[config.mk]
export PLATFORM = sky130hd
export DESIGN_NAME = spi_slave_sync
export DESIGN_NICKNAME = d
export VERILOG_FILES = /design/src/rtl/spi_pkg.sv /design/src/rtl/spi_sync_edge.sv /design/src/rtl/spi_slave_sync.sv
export SDC_FILE = /design/constraint.sdc
export NUM_CORES = 1
export LEC_CHECK = 0
export ABC_AREA = 1
export ABC_CLOCK_PERIOD_IN_PS = 1850
export CORE_MARGIN = 2
export CORE_UTILIZATION = 35
export DETAILED_ROUTE_END_ITERATION = 10
export GPL_ROUTABILITY_DRIVEN = 0
export GPL_TIMING_DRIVEN = 0
export MAX_ROUTING_LAYER = met4
export SLEW_MARGIN = 20
export SYNTH_ARGS = -nofsm -noshare
export SYNTH_HDL_FRONTEND = slang
export SYNTH_SLANG_ARGS = --single-unit
[constraint.sdc]
create_clock -name i_clk -period 1.85 [get_ports i_clk]
set_input_delay 0.37 -clock i_clk [delete_from_list [all_inputs] [get_ports i_clk]]
set_output_delay 0.37 -clock i_clk [all_outputs]
set_load 0.005 [all_outputs]
[src/rtl/spi_pkg.sv]
`default_nettype none
// ----------------------------------------------------------------------
// spi_pkg : mode encodings, FSM states and helpers for spi_slave_sync
// rev 1.0
// ----------------------------------------------------------------------
package spi_pkg;

  // Mode encodings as {CPOL, CPHA}
  localparam logic [1:0] SPI_MODE0 = 2'b00;
  localparam logic [1:0] SPI_MODE1 = 2'b01;
  localparam logic [1:0] SPI_MODE2 = 2'b10;
  localparam logic [1:0] SPI_MODE3 = 2'b11;

  typedef enum logic [1:0] {
    IDLE  = 2'd0,
    LOAD  = 2'd1,
    SHIFT = 2'd2
  } state_e;

  function automatic int spi_clog2(input int value);
    int result;
    result = 0;
    while ((1 << result) < value) result++;
    return result;
  endfunction

endpackage
`default_nettype wire

[src/rtl/spi_sync_edge.sv]
`default_nettype none
// ----------------------------------------------------------------------
// spi_sync_edge : multi-stage synchroniser with optional rise/fall detect
// rev 1.0
// ----------------------------------------------------------------------
module spi_sync_edge #(
  parameter int SYNC_STAGES = 2,
  parameter bit RESET_VAL   = 1'b0,
  parameter bit EDGE_DETECT = 1'b1
) (
  input  logic i_clk,
  input  logic i_rst_n,
  input  logic i_d,
  output logic o_q,
  output logic o_rise,
  output logic o_fall
);

  logic [SYNC_STAGES-1:0] sync_q;
  logic [SYNC_STAGES-1:0] sync_d;

  always_comb begin
    sync_d = {sync_q[SYNC_STAGES-2:0], i_d};
  end

  always_ff @(posedge i_clk or negedge i_rst_n) begin
    if (!i_rst_n) begin
      sync_q <= {SYNC_STAGES{RESET_VAL}};
    end else begin
      sync_q <= sync_d;
    end
  end

  assign o_q = sync_q[SYNC_STAGES-1];

  generate
    if (EDGE_DETECT) begin : g_edge
      logic prev_q;
      logic prev_d;

      always_comb begin
        prev_d = o_q;
      end

      always_ff @(posedge i_clk or negedge i_rst_n) begin
        if (!i_rst_n) begin
          prev_q <= RESET_VAL;
        end else begin
          prev_q <= prev_d;
        end
      end

      assign o_rise = o_q & ~prev_q;
      assign o_fall = ~o_q & prev_q;
    end else begin : g_no_edge
      assign o_rise = 1'b0;
      assign o_fall = 1'b0;
    end
  endgenerate

endmodule
`default_nettype wire

[src/rtl/spi_slave_sync.sv]
`default_nettype none
// ----------------------------------------------------------------------
// spi_slave_sync : oversampled full-duplex SPI slave, all four modes
// rev 1.0
// ----------------------------------------------------------------------
module spi_slave_sync
  import spi_pkg::*;
#(
  parameter int WIDTH       = 8,
  parameter bit CPOL        = 1'b0,
  parameter bit CPHA        = 1'b0,
  parameter bit MSB_FIRST   = 1'b1,
  parameter int SYNC_STAGES = 2
) (
  input  logic             i_clk,
  input  logic             i_rst_n,
  input  logic             i_cs_n,
  input  logic             i_sclk,
  input  logic             i_mosi,
  output logic             o_miso,
  output logic             o_miso_oe,
  input  logic [WIDTH-1:0] i_tx_data,
  input  logic             i_tx_valid,
  output logic             o_tx_ready,
  output logic [WIDTH-1:0] o_rx_data,
  output logic             o_rx_valid,
  output logic             o_tx_underrun,
  output logic             o_busy
);

  localparam int             CNT_W    = spi_clog2(WIDTH);
  localparam logic [CNT_W-1:0] LAST_BIT = CNT_W'(WIDTH - 1);

  logic sclk_level, sclk_rise, sclk_fall;
  logic cs_sync, cs_rise, cs_fall;
  logic mosi_sync, mosi_rise, mosi_fall;
  logic unused_sync;

  spi_sync_edge #(.SYNC_STAGES(SYNC_STAGES), .RESET_VAL(CPOL), .EDGE_DETECT(1'b1)) u_sclk_sync (
    .i_clk(i_clk), .i_rst_n(i_rst_n), .i_d(i_sclk),
    .o_q(sclk_level), .o_rise(sclk_rise), .o_fall(sclk_fall)
  );

  spi_sync_edge #(.SYNC_STAGES(SYNC_STAGES), .RESET_VAL(1'b1), .EDGE_DETECT(1'b1)) u_cs_sync (
    .i_clk(i_clk), .i_rst_n(i_rst_n), .i_d(i_cs_n),
    .o_q(cs_sync), .o_rise(cs_rise), .o_fall(cs_fall)
  );

  spi_sync_edge #(.SYNC_STAGES(SYNC_STAGES), .RESET_VAL(1'b0), .EDGE_DETECT(1'b0)) u_mosi_sync (
    .i_clk(i_clk), .i_rst_n(i_rst_n), .i_d(i_mosi),
    .o_q(mosi_sync), .o_rise(mosi_rise), .o_fall(mosi_fall)
  );

  assign unused_sync = ^{sclk_level, mosi_rise, mosi_fall};

  logic lead_edge, trail_edge, sample_edge, shift_edge;

  assign lead_edge   = CPOL ? sclk_fall : sclk_rise;
  assign trail_edge  = CPOL ? sclk_rise : sclk_fall;
  assign sample_edge = CPHA ? trail_edge : lead_edge;
  assign shift_edge  = CPHA ? lead_edge : trail_edge;

  function automatic logic tx_head(input logic [WIDTH-1:0] w);
    return MSB_FIRST ? w[WIDTH-1] : w[0];
  endfunction

  function automatic logic [WIDTH-1:0] tx_advance(input logic [WIDTH-1:0] w);
    return MSB_FIRST ? {w[WIDTH-2:0], 1'b0} : {1'b0, w[WIDTH-1:1]};
  endfunction

  function automatic logic [WIDTH-1:0] rx_insert(input logic [WIDTH-1:0] w, input logic b);
    return MSB_FIRST ? {w[WIDTH-2:0], b} : {b, w[WIDTH-1:1]};
  endfunction

  state_e           state_q, state_d;
  logic [CNT_W-1:0] cnt_q, cnt_d;
  logic [WIDTH-1:0] rx_shift_q, rx_shift_d;
  logic [WIDTH-1:0] tx_shift_q, tx_shift_d;
  logic [WIDTH-1:0] hold_q, hold_d;
  logic             hold_full_q, hold_full_d;
  logic             miso_q, miso_d;
  logic [WIDTH-1:0] rx_data_q, rx_data_d;
  logic             rx_valid_q, rx_valid_d;
  logic             word_done_q, word_done_d;
  logic             underrun_q, underrun_d;
  logic             pend_underrun_q, pend_underrun_d;
  logic [WIDTH-1:0] load_word;
  logic             tx_take;

  always_comb begin
    state_d         = state_q;
    cnt_d           = cnt_q;
    rx_shift_d      = rx_shift_q;
    tx_shift_d      = tx_shift_q;
    hold_d          = hold_q;
    hold_full_d     = hold_full_q;
    miso_d          = miso_q;
    rx_data_d       = rx_data_q;
    rx_valid_d      = 1'b0;
    word_done_d     = 1'b0;
    underrun_d      = 1'b0;
    pend_underrun_d = pend_underrun_q;
    tx_take         = 1'b0;
    load_word       = hold_full_q ? hold_q : '0;

    if (word_done_q) begin
      rx_data_d  = rx_shift_q;
      rx_valid_d = 1'b1;
    end

    if (cs_rise) begin
      state_d         = IDLE;
      cnt_d           = '0;
      rx_shift_d      = '0;
      miso_d          = 1'b0;
      pend_underrun_d = 1'b0;
    end else begin
      case (state_q)
        IDLE: begin
          if (cs_fall) state_d = LOAD;
        end
        LOAD: begin
          tx_take         = 1'b1;
          tx_shift_d      = load_word;
          pend_underrun_d = ~hold_full_q;
          if (!CPHA) miso_d = tx_head(load_word);
          state_d = SHIFT;
        end
        SHIFT: begin
          if (sample_edge) begin
            rx_shift_d = rx_insert(rx_shift_q, mosi_sync);
            // Underrun is reported when an empty-reload word actually begins,
            // so the speculative reload after the last word of a frame stays silent.
            if (cnt_q == '0 && pend_underrun_q) begin
              underrun_d      = 1'b1;
              pend_underrun_d = 1'b0;
            end
            if (cnt_q == LAST_BIT) begin
              cnt_d       = '0;
              word_done_d = 1'b1;
              state_d     = LOAD;
            end else begin
              cnt_d = cnt_q + 1'b1;
            end
          end else if (shift_edge) begin
            if (cnt_q == '0) begin
              if (CPHA) miso_d = tx_head(tx_shift_q);
            end else begin
              tx_shift_d = tx_advance(tx_shift_q);
              miso_d     = tx_head(tx_advance(tx_shift_q));
            end
          end
        end
        default: state_d = IDLE;
      endcase
    end

    if (i_tx_valid && !hold_full_q) begin
      hold_d      = i_tx_data;
      hold_full_d = 1'b1;
    end else if (tx_take) begin
      hold_full_d = 1'b0;
    end
  end

  always_ff @(posedge i_clk or negedge i_rst_n) begin
    if (!i_rst_n) begin
      state_q         <= IDLE;
      cnt_q           <= '0;
      rx_shift_q      <= '0;
      tx_shift_q      <= '0;
      hold_q          <= '0;
      hold_full_q     <= 1'b0;
      miso_q          <= 1'b0;
      rx_data_q       <= '0;
      rx_valid_q      <= 1'b0;
      word_done_q     <= 1'b0;
      underrun_q      <= 1'b0;
      pend_underrun_q <= 1'b0;
    end else begin
      state_q         <= state_d;
      cnt_q           <= cnt_d;
      rx_shift_q      <= rx_shift_d;
      tx_shift_q      <= tx_shift_d;
      hold_q          <= hold_d;
      hold_full_q     <= hold_full_d;
      miso_q          <= miso_d;
      rx_data_q       <= rx_data_d;
      rx_valid_q      <= rx_valid_d;
      word_done_q     <= word_done_d;
      underrun_q      <= underrun_d;
      pend_underrun_q <= pend_underrun_d;
    end
  end

  assign o_miso        = miso_q & ~cs_sync;
  assign o_miso_oe     = ~cs_sync;
  assign o_busy        = ~cs_sync;
  assign o_tx_ready    = ~hold_full_q;
  assign o_rx_data     = rx_data_q;
  assign o_rx_valid    = rx_valid_q;
  assign o_tx_underrun = underrun_q;

endmodule
`default_nettype wire

==> metrics, run 1 <==
Synth Area in Simple Gates 25.55%; sequential share of the synthesized area 57.98%; Avg Inst Size Synth 9.411 um2; Iteration-0 DRC Markers 138; largest net degree at the start of global routing 30; final setup vio count 0; clk_lat worst skew 0.31 ns; Achievable Freq 557.8 MHz; Max Clock Skew 0.01347 ns; Post-Syn Instances 230; post-synthesis xor/xnor area fraction 0%; leakage power 1.323 nW; top post-synthesis cells by area dfrtp_1 (54%), nand2_1 (11%), nand3_1 (4.4%), ha_1 (4.0%), inv_1 (4.0%); row count 28; CP cell instances inv_1, buf_4, clkdlybuf4s50_1; Crit Path Class flip-flop to output port; Async SR Flop Fraction 100.0%; CTS tree yes; register area 1255 um2; number of flops mapped to enable cells by yosys 0; Place WS 0.2723 ns; IO Port Bufs 26; Syn Std Cell Area 2165 um2; Hold-fix buffers, CTS 0; initial antenna violation count 0; filler cell count 614; setup ws final 0.05713 ns; DRT Pass-1 Iters 4; post-synthesis net count 251; cell family with the largest share of critical-path delay buffers and inverters; vias in the first global route 1542; residual overflow from global routing 0; vias 1541; CP bufs+invs 3; footprint of the multi-input gates 759.5 um2; Main synth FF type dfrtp_1; CP max FO 2; Layout area overhead 21.97%; die width 82.64 um; clk buf depth 2; Pwr Total 0.002974 W; Clock Sinks 50; Final Cycle Share 96.91%; synth cell count leaders nand2_1 (64), dfrtp_1 (47), inv_1 (23), nand3_1 (19), nor2_1 (17); DP Wirelength 2.677 mm; first-pass GRT wire length 6.831 mm; top-count cell post-synth nand2_1; YS warnings 0; PwrDens 1127 nW/um2; Slew @ Worst Pin 0.5080 ns; layout cells sized above 1 12.78%; Residual DRC 0; crit path DAT 1.42 ns; Slowest cell on crit path dfstp_2; Post-DRT Antenna Nets 0; fin nets 286; Fin. Hold Viols 0; Post-Route Setup TNS 0 ns; Synth Area in Adders 4.046%; Antenna diodes 0; Clock Tree Root clkbuf_8; Max Cap Viol 0; status complete, no violations; Yosys cell types 25; mean routed wirelength per cell 10.78 um; Reg clk slew, reported paths 0.10 ns; Initial Util 36.34%; Total GRT Usage 13.40%; Worst Setup SP u_cs_sync.sync_q[1]; largest family of logic cells by synthesized area simple AND/OR/NAND/NOR gates; share of the synthesized area in the top cell type 54.34%; die area 6829 um2; H-tree depth 2; io pins 28; core area 5956 um2; Max VDD drop 596.4 uV; Die H 82.64 um; DRT Wirelength 3.676 mm; minimum clock period 1.793 ns; RR Startpoint u_cs_sync.sync_q[1]; Slew Limit Fails 0; Worst setup SP type flip-flop; Vias/cell 4.519; post-synthesis mux area share 0%; Crit. End Element output port; area fraction in compound gates after synthesis 5.491%; #FFs+latches synth 50; Num CTS Buffers 5; CP max stage delay 0.54 ns; dominant cell type by area after synthesis dfrtp_1; Hold Path Class input pin to asynchronous set/reset pin; critical path data required time 1.48 ns; Max-slew headroom 66.13%
metal layers:
metal  wire length [um]  global-route usage [%]  share of wire [%]  up-vias
li1                   -                       -                  -      798
met1               1809                   17.23                 49      713
met2               1663                   20.65                 45       28
met3                184                   4.565                5.0        2
met4                 18                   2.951               0.49        0
met5                  0                       -                  0        -
cell usage in the layout, fill, tap and decap left out:
cell type,synthesis,layout
a21oi_1,9,9
buf_1,1,1
buf_12,0,1
buf_2,2,2
buf_4,2,4
buf_6,2,2
clkbuf_2,1,1
clkbuf_8,0,5
clkdlybuf4s50_1,0,25
clkinv_4,0,1
clkinvlp_4,0,1
dfrtp_1,47,47
dfstp_2,3,3
ha_1,7,7
inv_1,23,23
inv_2,2,1
inv_4,0,1
inv_6,0,1
nand2_1,64,64
nand2_2,3,3
nand2_4,3,3
nand3_1,19,19
nand3_2,1,1
nand4_1,6,6
nor2_1,17,17
nor2_2,1,1
nor2_4,2,2
nor2_8,1,1
nor3_1,1,1
o21ai_0,2,2
o21ai_1,4,4
o22ai_1,7,7
worst paths after layout:
kind,to,slack (ns),cells past startpoint
max,o_miso_oe,0.06,3
min reg2reg,u_sclk_sync.sync_q[1],0.35,0
min in group i_clk,u_sclk_sync.sync_q[1],0.35,0
min,o_rx_data[2],0.01,1
max in group asynchronous,hold_full_q,1.30,2
max reg2reg,rx_shift_q[1],0.27,8
flip-flops by register name, summed over array words and instances, names as in the netlist:
name                       count
hold_full_q                    1
tx_shift_q                     7
o_tx_underrun                  1
miso_q                         1
u_mosi_sync.sync_q             2
u_cs_sync.sync_q               2
u_sclk_sync.g_edge.prev_q      1
rx_shift_q                     8
pend_underrun_q                1
o_rx_valid                     1
state_q                        2
u_cs_sync.g_edge.prev_q        1
word_done_q                    1
cnt_q                          3
u_sclk_sync.sync_q             2
hold_q                         8
o_rx_data                      8
cell families (layout without fill, tap and decap cells):
kind of cell	after synthesis	count (layout)
and+or+nand+nor	118	118
DFF	50	50
buffers and inverters	33	69
AOI/OAI and AO/OA	22	22
adders and majority gates	7	7
worst register-to-register path, stage by stage, from the launching register on:
cell and delay [ns]:
dfstp_2 0.54, buf_4 0.11, buf_4 0.09, ha_1 0.14
buf_6 0.15, inv_1 0.06, o21ai_1 0.11, buf_4 0.20
o22ai_1 0.08
report_power, final:
part | switching, W | leakage [nW] | internal, W
sequential | 0.000110 | 0.650 | 0.00129
combinational | 0.000569 | 0.628 | 0.000344
clock | 0.000387 | 0.0447 | 0.000274
timing repair:
action,4_1_cts,5_1_grt
resized for setup,0,1
buffers inserted,1,1
gates cloned,0,0
setup endpoints to repair,2,2
cell type report:
type	instances	share of cell area, %
tap	75	3.555
multi-input combinational	147	28.77
buffer	7	1.943
clock inverter	3	0.9479
clock buffer	5	2.607
timing repair buffer	29	11.00
sequential	50	47.54
inverter	25	3.649
stage by stage:
| stage | area (um2) | utilization, % | std cells | hold WS, ns |
|---|---|---|---|---|
| floorplan | 2165 | - | 230 | 0.07441 |
| global placement | 2519 | 42.29 | 331 | 0.3345 |
| detailed placement | 2534 | 42.54 | 332 | 0.3371 |
| CTS | 2630 | 44.16 | 340 | 0.03003 |
| global route | 2640 | 44.33 | 341 | 0.04078 |
| finish | 2640 | 44.33 | 341 | 0.01424 |
(Power assumes the default switching activity.)
==> run 2, diff against run 1 <==
--- a/config.mk
+++ b/config.mk
@@ -10,6 +10,7 @@
 export CORE_MARGIN = 2
 export CORE_UTILIZATION = 35
 export DETAILED_ROUTE_END_ITERATION = 10
+export DONT_BUFFER_PORTS = 1
 export GPL_ROUTABILITY_DRIVEN = 0
 export GPL_TIMING_DRIVEN = 0
 export MAX_ROUTING_LAYER = met4
==> run 2 against run 1 <==
  * Routed wire length up 2.9%
  * Sequential share of layout area up 5.0 points
  * Via count down 4.2%
  * Highest routed layer unchanged
  * Non-clock buffer count down 26
  * Die area unchanged
  * Final cell count down 7.6%
  * Fmax up 21%
  * Utilization down 4.2 points
  * Largest power group unchanged
  * Cell area down 9.5%
  * Global-route usage down 0.63 points
==> metrics, run 2 (synthesis gave the netlist of run 1 again) <==
status complete, no violations (unchanged); Die H 82.64 um (unchanged); Design Area, Final 2389 um2 (was 2640 um2); IO Port Bufs 0 (was 26); Hold Path Class input pin to flip-flop (was input pin to asynchronous set/reset pin); footprint of the multi-input gates 759.5 um2 (unchanged); crit path DAT 1.67 ns (was 1.42 ns); Post-Route Setup TNS 0 ns (unchanged); Total GRT Usage 12.77% (was 13.40%); layout cells sized above 1 13.33% (was 12.78%); DRT Pass-1 Iters 4 (unchanged); clk buf depth 2 (unchanged); Antenna diodes 0 (unchanged); Vias/cell 4.689 (was 4.519); vias in the first global route 1509 (was 1542); clk_lat worst skew 0.31 ns (about the same); commonest cells after routing, fill and taps aside nand2_1 (64), dfrtp_1 (47), inv_1 (23), nand3_1 (19), nor2_1 (17) (was nand2_1 (64), dfrtp_1 (47), clkdlybuf4s50_1 (25), inv_1 (23), nand3_1 (19)); Post-CTS Repair Setup Buffers 0 (was 1); Residual DRC 0 (unchanged); Initial Util 36.34% (unchanged); Clock Tree Root clkbuf_8 (unchanged); initial antenna violation count 0 (unchanged); Max Clock Skew 0.01575 ns (was 0.01347 ns); critical path data required time 2.04 ns (was 1.48 ns); hold path endpoint u_cs_sync.sync_q[0]; final setup vio count 0 (unchanged); Crit Path Class flip-flop to flip-flop (was flip-flop to output port); core area 5956 um2 (unchanged); Max VDD drop 629.6 uV (was 596.4 uV); CP cell instances inv_1, ha_1, buf_6, nor2_4, nand2_2, nand2_1, nand2_1 (was inv_1, buf_4, clkdlybuf4s50_1); CP max stage delay 0.52 ns (was 0.54 ns); H-tree depth 2 (unchanged); die area 6829 um2 (unchanged); met1 GRT Util 15.70% (was 17.23%); die width 82.64 um (unchanged); Iteration-0 DRC Markers 72 (was 138); Post-DRT Antenna Nets 0 (unchanged); Achievable Freq 673.7 MHz (was 557.8 MHz); RR Startpoint u_cs_sync.g_edge.prev_q (was u_cs_sync.sync_q[1]); first-pass GRT wire length 6.486 mm (was 6.831 mm); residual overflow from global routing 0 (unchanged); DRT Wirelength 3.784 mm (was 3.676 mm); register area 1255 um2 (unchanged); GRT busiest layer met2 (unchanged); Hold-fix buffers, CTS 2 (was 0); Final Cycle Share 80.23% (was 96.91%); worst reg-to-reg path cell count 7 (was 8); mean routed wirelength per cell 12.01 um (was 10.78 um); Slew @ Worst Pin 0.3534 ns (was 0.5080 ns); vias 1477 (was 1541); Fin. Hold Viols 0 (unchanged); DP Area 2258 um2 (was 2534 um2); reg2reg setup slack 0.37 ns (was 0.27 ns); Hold Crit Start i_cs_n; Slowest cell on crit path dfstp_2 (unchanged); DP Wirelength 2.624 mm (was 2.677 mm); Num CTS Buffers 5 (unchanged); CP max FO 8 (was 2); Layout area overhead 10.35% (was 21.97%); Reg clk slew, reported paths 0.09 ns (was 0.10 ns); commonest non-fill, non-tap cell in the layout nand2_1 (unchanged); PwrDens 1220 nW/um2 (was 1127 nW/um2); Clock Sinks 50 (unchanged); Slew Limit Fails 0 (unchanged); GR Util met3 3.261% (was 4.565%); reg2reg end tx_shift_q[1] (was rx_shift_q[1]); minimum clock period 1.484 ns (was 1.793 ns); leakage power 1.224 nW (was 1.323 nW); met2 Resource Use GR 20.73% (was 20.65%); cts repair resizes 0 (unchanged); row count 28 (unchanged); fin nets 260 (was 286); CP dominant cell by count nand2_1; Max Cap Viol 0 (unchanged); Max-slew headroom 76.44% (was 66.13%); Crit. End Element flip-flop (was output port); Worst setup SP type flip-flop (unchanged); largest net degree at the start of global routing 51 (was 30); RSZ-0062 raised after global routing no; CTS tree yes (unchanged); io pins 28 (unchanged); filler cell count 590 (was 614); Min-Delay Path Depth 0
[run 2: changes by cell type in the layout (fill, tap and decap cells not counted), sizes merged]
| cell | delta |
|---|---|
| buf | -2 |
| clkdlybuf4s50 | -25 |
| clkinv | -1 |
| clkinvlp | +1 |
| dlygate4sd3 | +1 |
[run 2: worst max path at each step]
| stage | startpoint | end | slack (ns) | cells after the start |
|---|---|---|---|---|
| finish | u_cs_sync.g_edge.prev_q | tx_shift_q[1] | 0.37 | 7 |
| global route | u_cs_sync.g_edge.prev_q | tx_shift_q[0] | 0.26 | 7 |
| CTS | u_cs_sync.g_edge.prev_q | tx_shift_q[1] | 0.35 | 7 |
| detailed placement | u_cs_sync.g_edge.prev_q | tx_shift_q[6] | 0.37 | 7 |
| global placement | u_cs_sync.g_edge.prev_q | tx_shift_q[0] | 0.40 | 7 |
| floorplan | u_cs_sync.g_edge.prev_q | state_q[1] | 0.50 | 7 |
[run 2: per-layer routing]
layer	share of wire, %	up-vias	routed length (um)
met4	1.1	0	42
li1	-	747	-
met5	0	-	0
met1	48	692	1820
met2	46	33	1736
met3	4.9	5	185
[run 2: per-stage QoR]
step | std cells | hold WS (ns) | setup WS [ns] | utilization, % | total power, W
final | 315 | 0.05365 | 0.3657 | 40.11 | 0.002915
after global routing | 315 | 0.02892 | 0.2592 | 40.11 | 0.003164
after CTS | 315 | 0.03821 | 0.3502 | 40.11 | 0.002966
after detailed placement | 305 | 0.07567 | 0.3704 | 37.92 | 0.002273
after global placement | 305 | 0.07626 | 0.3990 | 37.92 | 0.002246
after floorplan | 230 | 0.07441 | 0.4996 | - | 0.002087
[run 2: report_power, final]
| part | internal [W] | leakage (nW) | switching [W] |
|---|---|---|---|
| registers | 0.00129 | 0.650 | 0.000106 |
| logic | 0.000301 | 0.533 | 0.000569 |
| clock network | 0.000271 | 0.0408 | 0.000378 |
[run 2: final cells by class]
type / instances / share of cell area [%]
Sequential cell: 50 / 52.54
Multi-Input combinational cell: 147 / 31.80
Inverter: 25 / 3.929
Tap cell: 75 / 3.929
Clock buffer: 5 / 2.881
Buffer: 8 / 2.357
Timing Repair Buffer: 2 / 1.572
Clock inverter: 3 / 0.9953
[run 2: worst max-delay path, delay by kind of cell (launching register included)]
family	cells	cell delay [ns]
adders and majority gates	1	0.17
DFF	1	0.52
and+or+nand+nor	4	0.50
buffers and inverters	2	0.17
==> run 3, diff against run 2 <==
--- a/config.mk
+++ b/config.mk
@@ -6,7 +6,7 @@
 export NUM_CORES = 1
 export LEC_CHECK = 0
 export ABC_AREA = 1
-export ABC_CLOCK_PERIOD_IN_PS = 1850
+export ABC_CLOCK_PERIOD_IN_PS = 1200
 export CORE_MARGIN = 2
 export CORE_UTILIZATION = 35
 export DETAILED_ROUTE_END_ITERATION = 10
==> constraint.sdc (replaced) <==
create_clock -name i_clk -period 1.2 [get_ports i_clk]
set_input_delay 0.24 -clock i_clk [delete_from_list [all_inputs] [get_ports i_clk]]
set_output_delay 0.24 -clock i_clk [all_outputs]
set_load 0.005 [all_outputs]
==> run 3 against run 2 <==
  * The flow now finishes with violations (negative hold slack, negative setup slack)
  * Worst setup slack got worse by 0.53 ns
  * Clock skew decreased by 0.0037 ns
  * Flip-flop and latch count unchanged
  * Largest cell class unchanged
  * Highest routed layer unchanged
==> metrics, run 3 (synthesis gave the netlist of run 1 again) <==
layout cells sized above 1 33.46% (was 13.33%); fin nets 274 (was 260); CP max FO 8 (unchanged); Post-DRT Antenna Nets 0 (unchanged); failing checks negative hold slack, negative setup slack; IO Port Bufs 0 (unchanged); final std cells w/o fill 329 (was 315); critical path data required time 1.39 ns (was 2.04 ns); Post-Route Setup TNS -3.216 ns (was 0 ns); largest net degree at the start of global routing 51 (unchanged); filler cell count 597 (was 590); Antenna diodes 0 (unchanged); setup ws final -0.1640 ns (was 0.3657 ns); Reg clk slew, reported paths 0.10 ns (was 0.09 ns); Max VDD drop 1165 uV (was 629.6 uV); Final Cycle Share 113.7% (was 80.23%); Crit. End Element flip-flop (unchanged); Max Clock Skew 0.01209 ns (was 0.01575 ns); CTS tree yes (unchanged); crit path DAT 1.56 ns (was 1.67 ns); vias in the first global route 1638 (was 1509); Slew @ Worst Pin 0.3763 ns (was 0.3534 ns); Initial Util 36.34% (unchanged); core area 5956 um2 (unchanged); DRT Pass-1 Iters 4 (unchanged); Layout area overhead 26.24% (was 10.35%); DP Cell Count 305 (unchanged); DP Wirelength 2.657 mm (was 2.624 mm); Num CTS Buffers 5 (unchanged); commonest cells after routing, fill and taps aside nand2_1 (51), dfrtp_1 (47), inv_1 (15), nor2_1 (14), nand2_2 (13) (was nand2_1 (64), dfrtp_1 (47), inv_1 (23), nand3_1 (19), nor2_1 (17)); vias 1559 (was 1477); leakage power 1.335 nW (was 1.224 nW); clk buf depth 2 (unchanged); commonest non-fill, non-tap cell in the layout nand2_1 (unchanged); Slew Limit Fails 0 (unchanged); CP max stage delay 0.59 ns (was 0.52 ns); Clock Tree Root clkbuf_8 (unchanged); Clock Sinks 50 (unchanged); Iteration-0 DRC Markers 59 (was 72); die width 82.64 um (unchanged); Die H 82.64 um (unchanged); Place WS -0.2179 ns (was 0.3704 ns); CP cell instances ha_4, inv_2, o21ai_4, buf_6, o22ai_1 (was inv_1, ha_1, buf_6, nor2_4, nand2_2, nand2_1, nand2_1); Worst setup SP type flip-flop (unchanged); final setup vio count 28 (was 0); Max-slew headroom 74.88% (was 76.44%); Design Area, Final 2733 um2 (was 2389 um2); RSZ-0062 raised after global routing yes (was no); residual overflow from global routing 0 (unchanged); first-pass GRT wire length 7.320 mm (was 6.486 mm); Fin Hold WS -0.3904 ns (was 0.05365 ns); Residual DRC 0 (unchanged); Hold-fix buffers, CTS 3 (was 2); mean routed wirelength per cell 13.21 um (was 12.01 um); DRT Wirelength 4.346 mm (was 3.784 mm); register area 1255 um2 (unchanged); initial antenna violation count 0 (unchanged); minimum clock period 1.364 ns (was 1.484 ns); Slowest cell on crit path dfstp_2 (unchanged); Total GRT Usage 14.76% (was 12.77%); PwrDens 2034 nW/um2 (was 1220 nW/um2); footprint of the multi-input gates 962.2 um2 (was 759.5 um2); Achievable Freq 733.2 MHz (was 673.7 MHz); DP Area 2276 um2 (was 2258 um2); CP bufs+invs 2 (unchanged); Hold Path Class input pin to asynchronous set/reset pin (was input pin to flip-flop); Fin. Hold Viols 50 (was 0); row count 28 (unchanged); io pins 28 (unchanged); Vias/cell 4.739 (was 4.689); cell family with the largest share of critical-path delay flip-flops (unchanged); H-tree depth 2 (unchanged); die area 6829 um2 (unchanged); status complete, but fails checks (was complete, no violations); Max Cap Viol 0 (unchanged); clk_lat worst skew 0.31 ns (about the same); Crit Path Class flip-flop to flip-flop (unchanged)
==> run 3: cell count changes in the layout (fill, tap and decap cells not counted), sizes merged <==
cell and delta:
dlygate4sd3 +2, nand2 +1, bufinv +2, inv -1
clkinv +1, clkinvlp -2, buf +10, nor2 +1
==> run 3: final timing paths <==
| kind | cells past startpoint | from | slack (ns) | endpoint |
|---|---|---|---|---|
| min in group i_clk | 2 | i_tx_data[0] | 0.07 | hold_q[0] |
| max in group asynchronous | 0 | i_rst_n | 1.41 | u_cs_sync.sync_q[1] |
| worst max register to register | 5 | u_cs_sync.sync_q[1] | -0.16 | rx_shift_q[3] |
| worst max-delay path | 5 | u_cs_sync.sync_q[1] | -0.16 | rx_shift_q[3] |
| worst min-delay path | 0 | i_rst_n | -0.39 | u_mosi_sync.sync_q[1] |
| worst min register to register | 0 | u_sclk_sync.sync_q[0] | 0.36 | u_sclk_sync.sync_q[1] |
==> run 3: final cells by class <==
class / instances / area share (%)
Timing Repair Buffer: 15 / 4.579
Clock buffer: 5 / 2.518
Clock inverter: 3 / 2.518
Buffer: 7 / 2.289
Tap cell: 75 / 3.434
Multi-Input combinational cell: 149 / 35.21
Sequential cell: 50 / 45.92
Inverter: 25 / 3.526
==> run 3: worst reg2reg max path, stage by stage, from the launching register on <==
cell and delay [ns]:
dfstp_2 0.59, ha_4 0.26, inv_2 0.09, o21ai_4 0.09, buf_6 0.15, o22ai_1 0.06
==> run 3: repair_timing <==
action                     4_1_cts  5_1_grt
gates cloned                     4        0
setup endpoints to repair       29       28
pin swaps                       23       15
setup buffers                    4        6
hold endpoints to repair        53       50
resized for setup               35       20
==> run 3: per-stage QoR <==
stage               total power (W)  util, %  hold slack (ns)
finish                     0.005557    45.88          -0.3904
CTS                        0.005339    44.14          -0.4043
global route               0.005947    45.88          -0.4196
global placement           0.003486    38.21         -0.05359
floorplan                  0.003240        -         -0.05559
detailed placement         0.003516    38.21         -0.05386
==> run 3: routing by layer <==
metal / up-vias / GRT usage [%] / part of all wire, %
met2: 34 / 23.47 / 48
met5: - / - / 0
li1: 780 / - / -
met1: 739 / 17.38 / 46
met3: 6 / 5.109 / 4.6
met4: 0 / 5.410 / 1.3
==> run 3: where the power goes <==
group	switching, W	internal, W	total [W]
clock	0.000579	0.000835	0.00141
combinational	0.00116	0.000806	0.00196
sequential	0.000191	0.00199	0.00218
